**config.mk**
```make
export PLATFORM = sky130hd
export DESIGN_NAME = param_updown_counter
export DESIGN_NICKNAME = d
export VERILOG_FILES = /design/src/rtl/param_updown_counter.sv
export SDC_FILE = /design/constraint.sdc
export NUM_CORES = 1
export LEC_CHECK = 0
export CORE_AREA = 4 4 41 43
export CTS_CLUSTER_DIAMETER = 30
export DETAILED_ROUTE_END_ITERATION = 7
export DIE_AREA = 0 0 45 47
export GPL_ROUTABILITY_DRIVEN = 0
export PLACE_DENSITY = 0.61
export SYNTH_ARGS = -nofsm -noshare
export SYNTH_HDL_FRONTEND = slang
export SYNTH_SLANG_ARGS = --single-unit
```
**constraint.sdc**
```tcl
create_clock -name clk -period 1.2 [get_ports clk]
set_input_delay 0.24 -clock clk [delete_from_list [all_inputs] [get_ports clk]]
set_output_delay 0.24 -clock clk [all_outputs]
set_load 0.02 [all_outputs]
```
**src/rtl/param_updown_counter.sv**
```systemverilog
// param_updown_counter: parametrised up/down counter with modulus, load, wrap/saturate mode and status flags.
// Single-edge design; tc is combinational so it can enable a higher cascade stage.
module param_updown_counter #(
    parameter int              WIDTH     = 4,
    parameter longint unsigned MAX_COUNT = (64'd1 << WIDTH) - 64'd1,
    parameter bit              SATURATE  = 1'b0
) (
    input  logic             clk,
    input  logic             reset,
    input  logic             en,
    input  logic             up_dn,
    input  logic             load,
    input  logic [WIDTH-1:0] load_val,
    output logic [WIDTH-1:0] q,
    output logic             tc,
    output logic             wrap,
    output logic             sat,
    output logic             ovf
);
    localparam logic [WIDTH-1:0] MAXV = MAX_COUNT[WIDTH-1:0];
    logic [WIDTH-1:0] q_q, q_d;
    logic             wrap_q, wrap_d, sat_q, sat_d, ovf_q, ovf_d;
    logic             at_max, at_zero, at_bound;
    assign at_max   = q_q == MAXV;
    assign at_zero  = q_q == '0;
    assign at_bound = up_dn ? at_max : at_zero;
    assign tc       = en & at_bound;
    assign q        = q_q;
    assign wrap     = wrap_q;
    assign sat      = sat_q;
    assign ovf      = ovf_q;
    // Boundary is detected by compare, never by natural overflow, so any modulus works.
    always_comb begin
        q_d    = q_q;
        wrap_d = 1'b0;
        sat_d  = sat_q;
        ovf_d  = ovf_q;
        if (load) begin
            q_d   = load_val > MAXV ? MAXV : load_val;
            sat_d = 1'b0;
            ovf_d = 1'b0;
        end else if (en) begin
            if (at_bound) begin
                ovf_d = 1'b1;
                if (SATURATE) begin
                    sat_d = 1'b1;
                end else begin
                    q_d    = up_dn ? '0 : MAXV;
                    wrap_d = 1'b1;
                end
            end else begin
                q_d   = up_dn ? q_q + 1'b1 : q_q - 1'b1;
                sat_d = 1'b0;
            end
        end
    end
    always_ff @(posedge clk) begin
        if (reset) begin
            q_q    <= '0;
            wrap_q <= 1'b0;
            sat_q  <= 1'b0;
            ovf_q  <= 1'b0;
        end else begin
            q_q    <= q_d;
            wrap_q <= wrap_d;
            sat_q  <= sat_d;
            ovf_q  <= ovf_d;
        end
    end
endmodule

```
==> results_tabular.tex <==
\begin{tabular}{lr}
\hline
Metric & Value \\
\hline
\multicolumn{2}{l}{\textbf{Finish}} \\
\quad Layout overhead on the synthesized area & 80.7\% \\
\quad Area used by multi-input combinational logic & 288 um2 \\
\quad Final net count & 93 \\
\quad Filler Cell Count & 133 \\
\quad Proportion of layout cells with a drive suffix above 1 & 0.494 \\
\quad Most common cell after layout, fill and taps aside & sky130\_fd\_sc\_hd\_\_buf\_4 \\
\quad Most frequent cells in the layout & 15 x sky130\_fd\_sc\_hd\_\_buf\_4, 7 x sky130\_fd\_sc\_hd\_\_nor2\_1, 7 x sky130\_fd\_sc\_hd\_\_clkdlybuf4s50\_1, 4 x sky130\_fd\_sc\_hd\_\_buf\_2 \\
\quad \# diodes & 0 \\
\quad Final core area utilization & 0.549 \\
\quad Combined flip-flop and latch cell area & 130 um2 \\
\quad Total non-filler cell area in the finished layout & roughly 710 um2 \\
\multicolumn{2}{l}{\textbf{GRT}} \\
\quad Global-route wire length before repair & 1710 um \\
\quad Gr usage total & 0.120 \\
\quad Maximum number of pins on one net before global-route repair & 9 \\
\quad Initial antenna violation count & 0 \\
\quad Global route total overflow & 0 \\
\quad Vias in the first global route & just over 400 \\
\multicolumn{2}{l}{\textbf{Pwr}} \\
\quad IR Drop Worst-Case VDD & just under 0.5 mV \\
\quad Leakage power & $\sim$0.00035 uW \\
\quad Pwr per Cell Area & roughly 1000 nW/um2 \\
\multicolumn{2}{l}{\textbf{Placed design}} \\
\quad Cell area after placement & around 670 um2 \\
\quad Count of buffers from port buffering & 15 \\
\quad Post-detailed-placement half-perimeter wirelength & 843 um \\
\multicolumn{2}{l}{\textbf{Route}} \\
\quad Number of vias after detailed routing & approximately 440 \\
\quad Routed length per instance & 11.6 um \\
\quad Via density per instance & between 4 and 5 \\
\quad Antenna violation net count after detailed routing & 0 \\
\quad WL final & between 1000 and 1500 um \\
\quad Iteration count of the initial detailed-routing pass & 2 \\
\quad Number of design rule violations left after detail routing & 0 \\
\quad DRT iter0 DRCs & 3 \\
\multicolumn{2}{l}{\textbf{Timing}} \\
\quad Setup repair after global routing missed its margin & true \\
\quad Worst-case setup margin in the final layout & -506 ps \\
\quad Final Hold Viols & 0 \\
\quad Max-slew violation count & 0 \\
\quad Count of endpoints failing setup in the final report & 6 \\
\quad Maximum clock frequency & a little under 0.6 GHz \\
\quad Final cycle utilization of the critical path & 1.42 \\
\quad Minimum clock period after layout & 1710 ps \\
\quad Post-Route Skew & between 1 and 1.5 ps \\
\multicolumn{2}{l}{\textbf{Synthesis}} \\
\quad Portion of the post-synthesis area used by sequential elements & 0.304 \\
\quad Netlist cell types & 24 \\
\quad Net count after synthesis & 60 \\
\quad Area share of the largest cell type after synthesis & 0.304 \\
\quad Leading cell types by total area after synthesis & sky130\_fd\_sc\_hd\_\_dfxtp\_1 30\%, sky130\_fd\_sc\_hd\_\_nor2\_1 6.6\%, sky130\_fd\_sc\_hd\_\_xnor2\_1 6.6\% \\
\quad Synthesized cell area & $\sim$400 um2 \\
\quad Cell count after synthesis & 48 \\
\quad Yosys warning total & 0 \\
\quad Synthesized area per cell & roughly 8 um2 \\
\quad Cell type with the largest total area after synthesis & sky130\_fd\_sc\_hd\_\_dfxtp\_1 \\
\quad Number of synthesized register bits & 6 \\
\multicolumn{2}{l}{\textbf{Clocking}} \\
\quad Clock root buffer & sky130\_fd\_sc\_hd\_\_clkbuf\_4 \\
\quad H-tree Lvls & 1 \\
\quad Reg clk slew, reported paths & around 50 ps \\
\quad TritonCTS clock tree & yes \\
\quad Worst-Skew Late Latency & between 200 and 300 ps \\
\quad Number of hold buffers added after CTS & 0 \\
\quad Number of buffers created by CTS & 3 \\
\quad Number of clock sinks & 6 \\
\quad Buffer depth of the longest clock path & 2 \\
\multicolumn{2}{l}{\textbf{Worst setup path}} \\
\quad Required time of the critical path & 960 ps \\
\quad Highest net fanout along the worst path & 2 \\
\quad Class of the most critical setup path & flip-flop to primary output \\
\quad Endpoint kind of the worst setup timing path & primary output \\
\quad Critical Path Source Type & flip-flop \\
\quad Critical path data arrival time & between 1000 and 1500 ps \\
\multicolumn{2}{l}{\textbf{Floorplanning}} \\
\quad I/O pin count & 17 \\
\quad X dimension of the die & between 40 and 50 um \\
\quad Initial Utilization & 0.304 \\
\quad Die Span Y & $\sim$47 um \\
\quad Area of the die & 2120 um2 \\
\quad Standard cell core area & 1300 um2 \\
\quad Number of placement rows & 13 \\
\multicolumn{2}{l}{\textbf{Status}} \\
\quad Violations in the final reports & setup timing \\
\quad Result of the run & complete, but fails checks \\
\multicolumn{2}{l}{\textbf{Min path}} \\
\quad Worst Hold Class & flip-flop to flip-flop \\
\multicolumn{2}{l}{\textbf{Job}} \\
\quad Number of maximum-capacitance constraint violations & 0 \\
\hline
\end{tabular}
cells by family after synthesis:
| logic type | share of synthesized area |
|---|---|
| simple gates | 0.209 |
| fa+ha+maj | 0.114 |
| other cells | 0.00948 |
| flops | 0.304 |
| compound gates | 0.206 |
| buf+inv | 0.0696 |
| xor+xnor | 0.0886 |
area by class of cell:
| class | instances | share of cell area |
|---|---|---|
| Clock buffer | 3 | 0.0315 |
| Inverter | 4 | 0.0210 |
| Multi-Input combinational cell | 36 | 0.403 |
| Sequential cell | 6 | 0.182 |
| Tap cell | 15 | 0.0263 |
| Timing Repair Buffer | 30 | 0.336 |
report_power, final:
part | total [uW] | internal (uW) | leakage [uW] | switching, uW
registers | 228 | 218 | 0.0000512 | 10.8
clock network | 206 | 114 | 0.0000138 | 91.5
logic | 279 | 146 | 0.000282 | 133
worst paths after layout:
check / from / end / slack [ps] / cells past startpoint
max: q[1]$_SDFFE_PP0P_ / tc / -510 / 5
min: ovf$_SDFFE_PP0P_ / ovf$_SDFFE_PP0P_ / 470 / 2
max reg2reg: q[1]$_SDFFE_PP0P_ / q[2]$_SDFFE_PP0P_ / -320 / 6
min reg2reg: ovf$_SDFFE_PP0P_ / ovf$_SDFFE_PP0P_ / 470 / 2
through the flow:
stage	TNS [ps]	hold slack [ps]	power, uW	std cells	setup slack [ps]
floorplan	-746	303	379	48	-216
global placement	-4660	450	505	89	-1080
detailed placement	-4790	455	508	89	-1090
CTS	-1590	471	720	93	-524
global route	-1980	490	773	94	-551
finish	-1700	468	713	94	-506
critical path, cell delays in order (launching register included):
cell	delay (ps)
sky130_fd_sc_hd__dfxtp_4	340
sky130_fd_sc_hd__or4_4	540
sky130_fd_sc_hd__nor2_4	110
sky130_fd_sc_hd__o21ai_2	80
sky130_fd_sc_hd__inv_2	50
sky130_fd_sc_hd__buf_6	100
routing by layer:
layer  vias up  GRT usage  part of all wire
met4         0     0.0702             0.027
li1        226          -                 -
met1       194      0.121              0.41
met2        16      0.198              0.45
met5         -          0                 0
met3         5     0.0651              0.12
synthesized netlist by cell type:
| master | n |
|---|---|
| sky130_fd_sc_hd__inv_1 | 4 |
| sky130_fd_sc_hd__a21o_1 | 1 |
| sky130_fd_sc_hd__o21ai_2 | 1 |
| sky130_fd_sc_hd__nor2_2 | 1 |
| sky130_fd_sc_hd__nand3_1 | 1 |
| sky130_fd_sc_hd__nor3b_1 | 1 |
| sky130_fd_sc_hd__xnor2_1 | 3 |
| sky130_fd_sc_hd__nor3_1 | 2 |
| sky130_fd_sc_hd__dfxtp_1 | 6 |
| sky130_fd_sc_hd__buf_4 | 1 |
| sky130_fd_sc_hd__buf_2 | 1 |
| sky130_fd_sc_hd__a21oi_1 | 4 |
| sky130_fd_sc_hd__fa_1 | 1 |
| sky130_fd_sc_hd__a211o_1 | 1 |
| sky130_fd_sc_hd__nor2_1 | 7 |
| sky130_fd_sc_hd__or4_1 | 1 |
| sky130_fd_sc_hd__conb_1 | 1 |
| sky130_fd_sc_hd__a211oi_1 | 2 |
| sky130_fd_sc_hd__o2bb2ai_1 | 1 |
| sky130_fd_sc_hd__a211oi_2 | 1 |
| sky130_fd_sc_hd__nand2_1 | 2 |
| sky130_fd_sc_hd__xor2_1 | 1 |
| sky130_fd_sc_hd__ha_1 | 2 |
| sky130_fd_sc_hd__and3_1 | 2 |
sequential cells by signal (all words and copies together), names as in the netlist:
signal,count
wrap,1
q,4
ovf,1
timing repair:
item | 4_1_cts | 5_1_grt
pin swaps | 6 | 1
buffers inserted | 2 | 1
gates resized for setup | 28 | 3
setup endpoints to repair | 12 | 6
gates cloned | 0 | 0
(Power assumes the default switching activity.)
